===== src/rtl/cnt60_bcd_timer.sv =====
// Two-stage BCD minutes:seconds counter (00:00-59:59) with run/stop FSM,
// synchronous clear, validated BCD preset load and a one-cycle wrap carry.
module cnt60_bcd_timer #(
  parameter bit MIN_EN       = 1'b1,
  parameter bit RUN_AT_RESET = 1'b0
) (
  input  logic       CLK,
  input  logic       RESET,
  input  logic       ENABLE,
  input  logic       START_STOP,
  input  logic       CLEAR,
  input  logic       LOAD,
  input  logic [7:0] LOAD_MIN,
  input  logic [7:0] LOAD_SEC,
  output logic [7:0] SEC,
  output logic [7:0] MIN,
  output logic       RUNNING,
  output logic       CARRY,
  output logic       LOAD_ERR
);

  typedef enum logic [0:0] {StStop, StRun} state_e;

  state_e     state_q, state_d;
  logic [7:0] sec_q, sec_d;
  logic [7:0] min_q, min_d;
  logic       carry_q, carry_d;
  logic       load_err_q, load_err_d;

  logic       count_en;
  logic       load_ok;
  logic [8:0] sec_inc;
  logic [8:0] min_inc;

  // True when a two-digit BCD value lies in 00..59.
  function automatic logic bcd_ok(input logic [7:0] v);
    return (v[3:0] <= 4'd9) && (v[7:4] <= 4'd5);
  endfunction

  // Mod-60 BCD increment; returns {wrap, next}. Corrupt values recover to 00 without wrap.
  function automatic logic [8:0] bcd_inc(input logic [7:0] v);
    logic [8:0] r;
    if (!bcd_ok(v)) begin
      r = {1'b0, 8'h00};
    end else if (v[3:0] != 4'd9) begin
      r = {1'b0, v[7:4], v[3:0] + 4'd1};
    end else if (v[7:4] != 4'd5) begin
      r = {1'b0, v[7:4] + 4'd1, 4'd0};
    end else begin
      r = {1'b1, 8'h00};
    end
    return r;
  endfunction

  // State register; reset state selectable by parameter.
  always_ff @(posedge CLK) begin
    if (!RESET) begin
      state_q <= RUN_AT_RESET ? StRun : StStop;
    end else begin
      state_q <= state_d;
    end
  end

  // Next state: START_STOP toggles regardless of CLEAR/LOAD.
  always_comb begin
    state_d = state_q;
    if (START_STOP) begin
      state_d = (state_q == StRun) ? StStop : StRun;
    end
  end

  // FSM output decode.
  always_comb begin
    RUNNING = (state_q == StRun);
  end

  // Counting uses the pre-toggle state; CLEAR and LOAD both suppress the count.
  always_comb begin
    count_en = (state_q == StRun) && ENABLE && !CLEAR && !LOAD;
    load_ok  = bcd_ok(LOAD_SEC) && bcd_ok(LOAD_MIN) && (MIN_EN || (LOAD_MIN == 8'h00));
    sec_inc  = bcd_inc(sec_q);
    min_inc  = bcd_inc(min_q);
  end

  // Digit / carry / error next-state with CLEAR > LOAD > count priority.
  always_comb begin
    sec_d      = sec_q;
    min_d      = min_q;
    carry_d    = 1'b0;
    load_err_d = 1'b0;
    if (CLEAR) begin
      sec_d = 8'h00;
      min_d = 8'h00;
    end else if (LOAD) begin
      if (load_ok) begin
        sec_d = LOAD_SEC;
        min_d = MIN_EN ? LOAD_MIN : 8'h00;
      end else begin
        load_err_d = 1'b1;
      end
    end else if (count_en) begin
      sec_d = sec_inc[7:0];
      if (!MIN_EN) begin
        min_d   = 8'h00;
        carry_d = sec_inc[8];
      end else if (sec_inc[8]) begin
        min_d   = min_inc[7:0];
        carry_d = min_inc[8];
      end else if (!bcd_ok(min_q)) begin
        min_d = 8'h00;
      end
    end
  end

  // Datapath registers.
  always_ff @(posedge CLK) begin
    if (!RESET) begin
      sec_q      <= 8'h00;
      min_q      <= 8'h00;
      carry_q    <= 1'b0;
      load_err_q <= 1'b0;
    end else begin
      sec_q      <= sec_d;
      min_q      <= min_d;
      carry_q    <= carry_d;
      load_err_q <= load_err_d;
    end
  end

  // Registered outputs.
  always_comb begin
    SEC      = sec_q;
    MIN      = min_q;
    CARRY    = carry_q;
    LOAD_ERR = load_err_q;
  end

endmodule


===== config.mk =====
export PLATFORM = sky130hd
export DESIGN_NAME = cnt60_bcd_timer
export DESIGN_NICKNAME = d
export VERILOG_FILES = /design/src/rtl/cnt60_bcd_timer.sv
export SDC_FILE = /design/constraint.sdc
export NUM_CORES = 1
export LEC_CHECK = 0
export ABC_AREA = 1
export CAP_MARGIN = 15
export CORE_MARGIN = 4
export CORE_UTILIZATION = 41
export DETAILED_ROUTE_END_ITERATION = 10
export PLACE_DENSITY = 0.72
export SLEW_MARGIN = 25
export SYNTH_ARGS = -nofsm -noshare
export SYNTH_HDL_FRONTEND = slang
export SYNTH_SLANG_ARGS = --single-unit
export TNS_END_PERCENT = 30

===== constraint.sdc =====
create_clock -name CLK -period 1.4 [get_ports CLK]
set_clock_uncertainty 0.2 [all_clocks]
set_input_delay 0.28 -clock CLK [delete_from_list [all_inputs] [get_ports CLK]]
set_output_delay 0.28 -clock CLK [all_outputs]
set_load 0.02 [all_outputs]

=== Word-level counts from Yosys, hierarchy flattened ===
Cells that the tools add are included.

* Register bits: 19
* Latch bits: 0
* RAM bits: 0
* Bits in read-only memories: 0
* Input port bits: 22
* Output and inout bits: 19
* Word-level logic and storage cells: 66
* Memories kept: 0

* Add/subtract/negate cells: 4
* $mul: 0
* Div/mod/pow operators: 0
* Order comparisons: 8
* Equality and inequality tests: 8
* Shift-type cells: 0
* Mux-type cells: 16
* Bitwise operators: 5
* Reductions and logical operators: 18

{| class="wikitable"
|+ Operators by type and width
! operator !! count
|-
| 2-to-1 mux 8 bit || 10
|-
| 2-to-1 mux 9 bit || 4
|-
| adder 4 x 1 -> 4 bit (second input constant) || 4
|-
| <= comparator 4 x 3 -> 1 bit (second input constant) || 4
|-
| <= comparator 4 bit (second input constant) || 4
|-
| inequality test 3 bit (second input constant) || 3
|-
| logical AND 1 bit || 8
|-
| inequality test 4 x 3 -> 1 bit (second input constant) || 2
|-
| inequality test 4 bit (second input constant) || 2
|-
| OR reduction 7 bit || 1
|-
| AND reduction 3 bit || 2
|-
| inverter 1 bit || 5
|-
| AND reduction 4 bit || 1
|-
| OR reduction 3 bit || 1
|-
| zero test 1 bit || 2
|-
| 2-to-1 mux 1 bit || 2
|-
| inequality test 2 x 1 -> 1 bit (second input constant) || 1
|-
| AND reduction 2 bit || 1
|-
| nonzero test 2 bit || 1
|-
| OR reduction 2 bit || 1
|}

=== Longest topological paths before layout ===
Gate-level depths: netlist of the first run.

* Depth after elaboration: 7
* Gate-level depth with buffers: 9
* Depth with buffers taken out: 9

=== Least setup slack after synthesis of the first run ===
OpenSTA, ideal clock, no wires.

* Path kind: reg2reg
* From: reg sec_q[0], in the netlist SEC[0]
* To: reg min_q[6], in the netlist MIN[6]
* Arrival: 1.224 ns
* Setup slack: -0.137 ns
* Cell stages (with the launch flop): 8
* Path buffers: 0
* Period minus slack after synthesis: 1.537 ns
* Path through: dfxtp_1 -> nand2_2 -> nor2_8 -> nand2_4 -> o21ai_2 -> nand3_2 -> nor2_1 -> nor2_1

* Longest elaborated chain between the ends: 6
* Elaborated cells on any way between the ends: 10
* Those cells by class: order compare: 1; eq/ne: 2; mux: 5; reduce/logical: 2

{| class="wikitable"
|+ RTL lines
! what !! RTL line !! text
|-
| start, declared || 25 || <nowiki>logic [7:0] sec_q, sec_d;</nowiki>
|-
| start signal, assigned || 118 || <nowiki>sec_q <= 8'h00;</nowiki>
|-
| start signal, assigned || 123 || <nowiki>sec_q <= sec_d;</nowiki>
|-
| <= comparator 4 bit / inequality test 4 bit (equally long branches) || 37, 45 ||
|-
| logical AND 1 bit / 2-to-1 mux 9 bit (equally long branches) || 37, 45 ||
|-
| 2-to-1 mux 9 bit * || 43 || <nowiki>if (!bcd_ok(v)) begin</nowiki>
|-
| 2-to-1 mux 8 bit || 106 || <nowiki>end else if (sec_inc[8]) begin</nowiki>
|-
| 2-to-1 mux 8 bit || 101 || <nowiki>end else if (count_en) begin</nowiki>
|-
| 2-to-1 mux 8 bit || 94 || <nowiki>end else if (LOAD) begin</nowiki>
|-
| end signal, assigned || 124 || <nowiki>min_q <= min_d;</nowiki>
|-
| end, declared || 26 || <nowiki>logic [7:0] min_q, min_d;</nowiki>
|}

Every way passes the cells marked *; elsewhere a longest branch is shown, timed or not. The select of a mux whose other input is x is not followed.
A chain may end at the register's enable or synchronous reset.

=== Worst setup path in the final report of the first run ===
* From: in LOAD_SEC[1]
* To: reg min_q[2], in the netlist MIN[2]

* Longest elaborated chain between the ends: 5

{| class="wikitable"
|+ RTL lines
! what !! RTL line !! text
|-
| start, declared || 14 || <nowiki>input logic [7:0] LOAD_SEC,</nowiki>
|-
| <= comparator 4 bit || 37 || <nowiki>return (v[3:0] <= 4'd9) && (v[7:4] <= 4'd5);</nowiki>
|-
| logical AND 1 bit || 37 ||
|-
| logical AND 1 bit || 80 || <nowiki>load_ok = bcd_ok(LOAD_SEC) && bcd_ok(LOAD_MIN) && (MIN_EN || (LOAD_MIN == 8'h00));</nowiki>
|-
| inequality test 2 x 1 -> 1 bit (no source line) || -- ||
|-
| AND reduction 3 bit (no source line) || -- ||
|}

No other way between the ends.

==> results of run 1 <==
[synth_stat cells, drive strengths merged]
master	n	area, µm²
nand2	88	347.8
nor2	40	178.9
inv	24	90.09
dfxtp	19	380.4
nand3	19	110.1
o21ai	9	48.80
a21oi	8	40.04
clkbuf	2	11.26
nand4	2	12.51
nor3	2	10.01
buf	1	5.000
nand3b	1	7.510
xnor2	1	8.760
xor2	1	8.760
[area by class of cell]
cell class	count	area [µm²]
flip-flops and latches	19	415.4
fillers	247	823.3
well taps	31	38.79
multi-input cells	171	895.9
inverters	24	92.59
clock buffers	4	26.28
repair buffers	73	560.5
[what timing repair did]
item                       in CTS  in global routing
setup endpoints to repair      37                 22
buffers inserted                2                  2
gates resized for setup       103                 17
pin swaps                      21                 19
[final timing paths]
check / start / end / slack [ns] / cells past startpoint
max: LOAD_SEC[1] / MIN[2] / -0.1 / 8
min: LOAD_SEC[5] / SEC[5] / 0.23 / 5
max reg2reg: MIN[1] / MIN[5] / -0.09 / 7
min reg2reg: SEC[7] / SEC[7] / 0.29 / 2
[stage by stage]
step	util (%)	TNS, ns
2_1_floorplan	-	-0.08666
3_3_place_gp	68.38	-9.349
3_5_place_dp	68.38	-9.429
4_1_cts	70.57	-0.6489
5_1_grt	71.14	-2.823
6_report	71.14	-0.9370
[per-layer routing]
metal / up-vias / wire, µm
met4: 0 / 14
met5: - / 0
met2: 56 / 1775
li1: 823 / -
met3: 2 / 244
met1: 649 / 1760
[power groups by stage]
stage               clock, mW  sequential (mW)  combinational [mW]
global route            0.333            0.565               0.351
detailed placement          0            0.576               0.305
CTS                     0.308            0.563               0.315
floorplan                   0            0.596               0.125
finish                  0.297            0.561               0.320
global placement            0            0.575               0.304
[worst reg2reg max path, delay by kind of cell, from the launching register on]
kind / cells / cell delay (ns)
DFF: 1 / 0.38
buffers and inverters: 1 / 0.05
and+or+nand+nor: 6 / 0.79
[registers in the layout, indices dropped and copies added (netlist names)]
name and count:
MIN 8, SEC 8, CARRY 1, LOAD_ERR 1, RUNNING 1
[kinds of logic after synthesis]
group | after synthesis | share of synthesized area (%)
and+or+nand+nor | 152 | 52.93
xor gates and xnor gates | 2 | 1.391
AOI/OAI and AO/OA | 17 | 7.051
buffers and inverters | 27 | 8.441
DFF | 19 | 30.19
==> out/metrics.yaml, run 1 <==
layout:
  layout-drive-gt1-share_pct: 37.11
  stdcell_area_um2: 2029
  layout_common_cells: "nand2_1 (75), nor2_1 (32), buf_4 (30)"
  layout.cells.non_filler: 322
  nets: 314
  mostFrequentLayoutCell: "nand2_1"
  antenna_cells: 0
  areaGrowthSynthToFinish_pct: 61.07
setup_path:
  cp.arrival_ns: 1.53
  slowest_stage: "clkdlybuf4s50_1"
  critPathBufInv: 1
  cp_data_required_time_ns: 1.44
  critPathMaxFanout: 8
  cpLargestDelayFamily: "simple AND/OR/NAND/NOR gates"
  cp_common_cell: "nand2_1"
  path_cells: "clkdlybuf4s50_1 > o21ai_2 > nand3_2 > nand2_4 > nand3_4 > nand2_1 > nand2_1 > nor2_1"
  path_class: "primary input to flop"
  max_stage_delay_ns: 0.45
  critPathLaunchType: "primary input"
  critical_path.endpoint_type: "flop"
power_and_ir_drop:
  ir_worst_vdd_uv: 561.6
  total_power_mw: 1.178
  power.density_nw_per_um2: 580.6
  p_comb_share_pct: 27.2
  p_sw_share_pct: 31.40
  power_leakage_nw: 1.055
  p_seq_share_pct: 47.6
  power.switching_mw: 0.3699
  power.internal_mw: 0.8083
  power.clock.fraction_pct: 25.2
sta:
  rsz0062_at_grt: "true"
  tightest_slew_ns: 0.2356
  whs_ns: 0.2338
  finalMaxSlewViolations: 0
  slew_headroom_pct: 84.25
  fmax_ghz: 0.6688
  hold_violations: 0
  fin_crit_sh_pct: 106.8
  final.min_clock_period_ns: 1.495
  fin_ws_ns: -0.09528
  setup_viol: 18
floorplanning:
  fp.dieH_um: 63.44
  start_util_pct: 44.17
  rows: 19
  io_pins: 41
  fp.dieW_um: 63.44
  die-area_um2: 4024
  coreArea_um2: 2853
global_routing:
  grt_pass1_vias: 1366
  grt_max_degree: 11
  met3_usage_pct: 2.664
  gr-usage-met1_pct: 25.97
  antenna_found_initial: 0
  grt_use_met2_pct: 29.47
  grt-busiest-layer: "met2"
  grt_pass1_wl_um: 6127
  grt_use_total_pct: 18.72
  grt_overflow_total: 0
clock_tree:
  clk_latency_ns: 0.30
  cts_root_buf: "clkbuf_4"
  cts_tree: "yes"
  cts_buffers: 3
  cts.sinks: 19
  h-tree-depth: 1
  path_clk_slew_ns: 0.12
  cts_buffer_depth: 2
  ctsHoldBuffers: 0
placement:
  pre_cts_ws_ns: -0.5887
  dp.cells: 314
  gp_congestion: 0.8357
  dp_hpwl_um: 2723
  io_buffers: 40
  placed_area_um2: 1951
yosys:
  syn_avg_cell_area_um2: 5.806
  synth-seq-area-share_pct: 30.19
  ys_warn_count: 0
  synth_cells: 217
  synth.net_count: 239
  netlist_area_um2: 1260
  synth.distinct_cells: 24
  ys_seq_elements: 19
drt:
  dr.pass1.iters: 9
  avgRoutedWirePerCell_um: 11.78
  wirelength_um: 3794
  ant_nets: 0
  route.detailed.vias_per_inst: 4.752
  drtIter0Drc: 72
  post-route-drc-count: 0
  vias: 1530
status:
  violations: "negative setup slack"
  status: "complete, but fails checks"
job:
  maxCapViolCount: 0
hold_path:
  min_path_type: "primary input to flop"
Power figures use the tool's default switching activity.
==> run 2: changes to the inputs <==
--- a/config.mk
+++ b/config.mk
@@ -7,9 +7,12 @@
 export LEC_CHECK = 0
 export ABC_AREA = 1
 export CAP_MARGIN = 15
+export CELL_PAD_IN_SITES_DETAIL_PLACEMENT = 1
+export CELL_PAD_IN_SITES_GLOBAL_PLACEMENT = 2
 export CORE_MARGIN = 4
-export CORE_UTILIZATION = 41
+export CORE_UTILIZATION = 20
 export DETAILED_ROUTE_END_ITERATION = 10
+export HOLD_SLACK_MARGIN = 0.1
 export PLACE_DENSITY = 0.72
 export SLEW_MARGIN = 25
 export SYNTH_ARGS = -nofsm -noshare
==> run 2 against run 1 <==
Net effect: the run still ends with negative setup slack left; setup slack got worse by 0.027 ns; count of clock-buffer cells in the layout fell by 1; maximum frequency fell by 1.8%; sequential power barely moved; wire length rose by 29%; non-clock buffer count rose by 15; utilization fell by 31 points; highest routed layer unchanged; combinational power rose by 12%.
==> out/metrics.yaml, run 2 (synthesized netlist as in run 1, its figures left out) <==
placement:
  dp_hpwl_um: 3732
  placed_area_um2: 2066
  io_buffers: 40
  gp_congestion: 0.7541
floorplanning:
  start_util_pct: 20.91
  rows: 28
  io_pins: 41
  coreArea_um2: 6026
  fp.dieH_um: 87.37
  fp.dieW_um: 87.37
  die-area_um2: 7634
status:
  status: "complete, but fails checks"
  violations: "negative setup slack"
power_and_ir_drop:
  power_leakage_nw: 1.210
  ir_worst_vdd_uv: 525.2
  power.density_nw_per_um2: 557.0
  total_power_mw: 1.337
drt:
  post-route-drc-count: 0
  wirelength_um: 4887
  route.detailed.vias_per_inst: 4.328
  ant_nets: 0
  vias: 1649
  avgRoutedWirePerCell_um: 12.83
  dr.pass1.iters: 4
  drtIter0Drc: 42
global_routing:
  grt_pass1_vias: 1672
  grt_max_degree: 12
  antenna_found_initial: 0
  grt_pass1_wl_um: 7803
  grt_use_total_pct: 13.07
  grt_overflow_total: 0
layout:
  stdcell_area_um2: 2400
  antenna_cells: 0
  layout-drive-gt1-share_pct: 44.77
  areaGrowthSynthToFinish_pct: 90.47
  nets: 329
  mostFrequentLayoutCell: "nand2_1"
  layout_common_cells: "nand2_1 (69), buf_4 (43), nor2_1 (30)"
clock_tree:
  cts_buffer_depth: 2
  cts.sinks: 19
  ctsHoldBuffers: 0
  cts_root_buf: "clkbuf_8"
  cts_buffers: 3
  h-tree-depth: 1
  clk_latency_ns: 0.27
  cts_tree: "yes"
  path_clk_slew_ns: 0.08
setup_path:
  cp.arrival_ns: 1.52
  path_class: "flop to flop"
  reg2reg_depth: 9
  critical_path.endpoint_type: "flop"
  critPathLaunchType: "flop"
  cp-endpoint: "MIN[5]"
  timing.rr.start: "SEC[1]"
  rr_endpoint: "MIN[5]"
  regToRegSetupSlack_ns: -0.12
  startpoint: "SEC[1]"
  cp_data_required_time_ns: 1.40
  critPathMaxFanout: 6
sta:
  finalMaxSlewViolations: 0
  final.min_clock_period_ns: 1.523
  setup_viol: 18
  slew_headroom_pct: 85.53
  tightest_slew_ns: 0.2162
  fin_crit_sh_pct: 108.8
  fin_ws_ns: -0.1227
  rsz0062_at_grt: "true"
  hold_violations: 0
  fmax_ghz: 0.6567
job:
  maxCapViolCount: 0
hold_path:
  min_path_type: "primary input to flop"
-- run 2: changes by cell type in the layout (fill, tap and decap cells not counted), sizes merged --
| cell | before | now |
|---|---|---|
| clkdlybuf4s15 | 1 | 8 |
| dlymetal6s2s | 0 | 8 |
| dlygate4sd2 | 7 | 8 |
| clkbuf | 4 | 5 |
| buf | 51 | 56 |
| clkinv | 0 | 1 |
| clkdlybuf4s50 | 14 | 6 |
-- run 2: layer usage --
| layer | track usage [%] | wire length, µm | up-vias |
|---|---|---|---|
| met3 | 2.838 | 132 | 2 |
| li1 | - | - | 851 |
| met5 | 0 | 0 | - |
| met4 | 1.255 | 20 | 0 |
| met1 | 15.69 | 2078 | 776 |
| met2 | 24.38 | 2655 | 20 |
-- run 2: cell type report --
cell class                 instances  area (µm²)
clock inverter                     1       5.005
clock buffer                       3       41.29
inverter                          24       95.09
timing repair buffer              88       752.0
tap                               75       93.84
multi-input combinational        171       994.7
sequential                        19       417.9
fill                             768        3626
-- run 2: how the worst min path moves through the flow --
stage                     endpoint  cells after the start  slack [ns]   startpoint
after CTS                   SEC[7]                      2        0.27       SEC[7]
after global routing        SEC[3]                      3        0.15  LOAD_SEC[3]
after global placement      SEC[7]                      2        0.25       SEC[7]
after detailed placement    SEC[7]                      2        0.25       SEC[7]
final                       SEC[3]                      3        0.14  LOAD_SEC[3]
after floorplan             SEC[3]                      2        0.21  LOAD_SEC[3]
-- run 2: repair_timing --
item	in CTS	in global routing
hold endpoints to repair	0	0
pin swaps	17	36
buffers inserted	4	7
setup endpoints to repair	37	33
gates cloned	0	0
resized for setup	83	61
-- run 2: per-stage QoR --
step                hold WS [ns]  cells  setup TNS, ns  utilization, %  setup WS, ns
global placement          0.2471    366         -9.993           34.28       -0.5996
global route              0.1540    381         -3.178           39.83       -0.2502
floorplan                 0.2141    217       -0.08666               -      -0.02020
CTS                       0.2719    374         -2.298           37.06       -0.1582
finish                    0.1425    381         -1.346           39.83       -0.1227
detailed placement        0.2525    366         -10.52           34.28       -0.6244
-- run 2: worst max-delay path, cell delays in order (launching register included) --
cell and delay, ns:
dfxtp_4 0.36, inv_4 0.07, nand2_4 0.06, nor2_8 0.16, nand2_4 0.10, nor2_4 0.20, nand3_2 0.09, nand2_1 0.08
nor2_1 0.05, nor2_1 0.09
-- run 2: power breakdown --
| part | total [mW] | switching [mW] | internal (mW) |
|---|---|---|---|
| combinational | 0.359 | 0.190 | 0.170 |
| sequential | 0.564 | 0.0168 | 0.547 |
| clock | 0.413 | 0.214 | 0.199 |
| total | 1.34 | 0.421 | 0.916 |
==> run 3: changes to the inputs <==
--- a/config.mk
+++ b/config.mk
@@ -9,6 +9,7 @@
 export CAP_MARGIN = 15
 export CELL_PAD_IN_SITES_DETAIL_PLACEMENT = 1
 export CELL_PAD_IN_SITES_GLOBAL_PLACEMENT = 2
+export CORE_ASPECT_RATIO = 0.75
 export CORE_MARGIN = 4
 export CORE_UTILIZATION = 20
 export DETAILED_ROUTE_END_ITERATION = 10
==> run 3 against run 2 <==
Net effect: the run still ends with negative setup slack left; count of clock-buffer cells in the layout grew 1; sequential power is essentially flat; via count shrank 4.1%; critical endpoint is now MIN[1]; first-iteration DRC count decreased by 29%; clock power shrank 1%; highest routed layer unchanged; wire length fell by 2.1%; maximum frequency decreased by 0.11%; non-clock buffer count shrank 7; utilization fell by 1.6 points; critical path depth decreased by 1; combinational power fell by 4%; sequential share of layout area up 0.88 points.
==> out/metrics.yaml, run 3 (synthesized netlist as in run 1, its figures left out) <==
setup_path:
  regToRegSetupSlack_ns: -0.12
  path_cells: "o21ai_4 > nand2_2 > nor2_4 > nand2_1 > nand3_4 > nand2_1 > nand2_1 > nor2_1"
  max_stage_delay_ns: 0.37
  critPathLaunchType: "flop"
  cp_common_cell: "nand2_1"
  cp_data_required_time_ns: 1.36
  critical_path.endpoint_type: "flop"
  path_class: "flop to flop"
  critPathBufInv: 0
  cp.arrival_ns: 1.49
  cpLargestDelayFamily: "simple AND/OR/NAND/NOR gates"
  slowest_stage: "dfxtp_4"
  critPathMaxFanout: 8
layout:
  layout-drive-gt1-share_pct: 43.48
  nets: 322
  layout_common_cells: "nand2_1 (69), buf_4 (39), nor2_1 (33)"
  fill_cells: 752
  layout.cells.non_filler: 377
  areaGrowthSynthToFinish_pct: 80.24
  antenna_cells: 0
  mostFrequentLayoutCell: "nand2_1"
sta:
  fin_ws_ns: -0.1243
  hold_violations: 0
  final.min_clock_period_ns: 1.524
  fin_crit_sh_pct: 108.9
  finalMaxSlewViolations: 0
  tightest_slew_ns: 0.2096
  setup_viol: 16
  fmax_ghz: 0.6560
  slew_headroom_pct: 86.02
  rsz0062_at_grt: "true"
drt:
  route.detailed.vias_per_inst: 4.194
  vias: 1581
  post-route-drc-count: 0
  drtIter0Drc: 30
  wirelength_um: 4782
  avgRoutedWirePerCell_um: 12.68
  dr.pass1.iters: 4
  ant_nets: 0
global_routing:
  grt_max_degree: 11
  grt_overflow_total: 0
  grt_pass1_vias: 1635
  grt_pass1_wl_um: 7714
  antenna_found_initial: 0
  grt_use_total_pct: 12.42
floorplanning:
  die-area_um2: 7647
  io_pins: 41
  rows: 24
  fp.dieH_um: 76.74
  start_util_pct: 21.19
  coreArea_um2: 5946
  fp.dieW_um: 99.65
clock_tree:
  ctsHoldBuffers: 0
  cts_tree: "yes"
  path_clk_slew_ns: 0.08
  cts_buffer_depth: 2
  cts_buffers: 3
  clk_latency_ns: 0.26
  cts_root_buf: "clkbuf_8"
  cts.sinks: 19
  h-tree-depth: 1
placement:
  dp.cells: 366
  dp_hpwl_um: 3792
  io_buffers: 40
  gp_congestion: 0.7568
status:
  violations: "negative setup slack"
  status: "complete, but fails checks"
hold_path:
  min_path_type: "primary input to flop"
power_and_ir_drop:
  p_sw_share_pct: 30.69
  ir_worst_vdd_uv: 242.1
  power.internal_mw: 0.9126
  p_seq_share_pct: 42.9
  p_comb_share_pct: 26.2
  power.density_nw_per_um2: 579.8
  total_power_mw: 1.317
  power.switching_mw: 0.4040
  power.clock.fraction_pct: 30.9
  power_leakage_nw: 1.142
job:
  maxCapViolCount: 0
run 3: final timing paths:
kind | from | to | depth (start not counted)
setup reg to reg | MIN[1] | MIN[1] | 8
hold / removal | LOAD_MIN[1] | MIN[1] | 5
setup / recovery | MIN[1] | MIN[1] | 8
hold reg to reg | SEC[7] | SEC[7] | 2
run 3: timing repair:
action / in CTS / in global routing
pin swaps: 3 / 33
setup endpoints to repair: 37 / 29
hold endpoints to repair: 0 / 0
buffers inserted: 0 / 7
gates resized for setup: 78 / 57
run 3: stage by stage:
stage / setup WS (ns) / util, % / TNS [ns] / cell area, µm² / hold slack (ns)
4_1_cts: -0.1470 / 36.09 / -1.858 / 2146 / 0.2588
3_3_place_gp: -0.5529 / 34.43 / -9.388 / 2047 / 0.2471
2_1_floorplan: -0.02020 / - / -0.08666 / 1310 / 0.2141
5_1_grt: -0.2297 / 38.19 / -2.727 / 2271 / 0.2742
3_5_place_dp: -0.5636 / 34.43 / -9.742 / 2047 / 0.2445
6_report: -0.1243 / 38.19 / -1.237 / 2271 / 0.2216
run 3: area by class of cell:
| cell class | instances | area, µm² | area share [%] |
|---|---|---|---|
| timing repair buffer | 81 | 664.4 | 29.26 |
| clock buffer | 4 | 45.04 | 1.983 |
| tap | 78 | 97.59 | 4.298 |
| sequential | 19 | 415.4 | 18.29 |
| inverter | 24 | 95.09 | 4.187 |
| multi-input combinational | 171 | 953.4 | 41.98 |
run 3: metal layers:
metal | GRT usage (%) | share of wire (%) | vias to the layer above
li1 | - | - | 835
met1 | 17.66 | 52 | 712
met2 | 19.30 | 43 | 29
met3 | 2.629 | 4.3 | 5
met4 | 2.456 | 0.73 | 0
met5 | 0 | 0 | -
run 3: power by group through the flow:
| stage | combinational (mW) | sequential [mW] | clock [mW] |
|---|---|---|---|
| 5_1_grt | 0.382 | 0.568 | 0.444 |
| 3_3_place_gp | 0.326 | 0.579 | 0 |
| 2_1_floorplan | 0.125 | 0.596 | 0 |
| 6_report | 0.345 | 0.565 | 0.407 |
| 4_1_cts | 0.337 | 0.567 | 0.430 |
| 3_5_place_dp | 0.330 | 0.579 | 0 |
run 3: worst register-to-register path: cells and delay by family, from the launching register on:
family           cells  cell delay [ns]
AO/OA/AOI/OAI        1             0.17
flip-flops           1             0.37
AND/OR/NAND/NOR      7             0.69
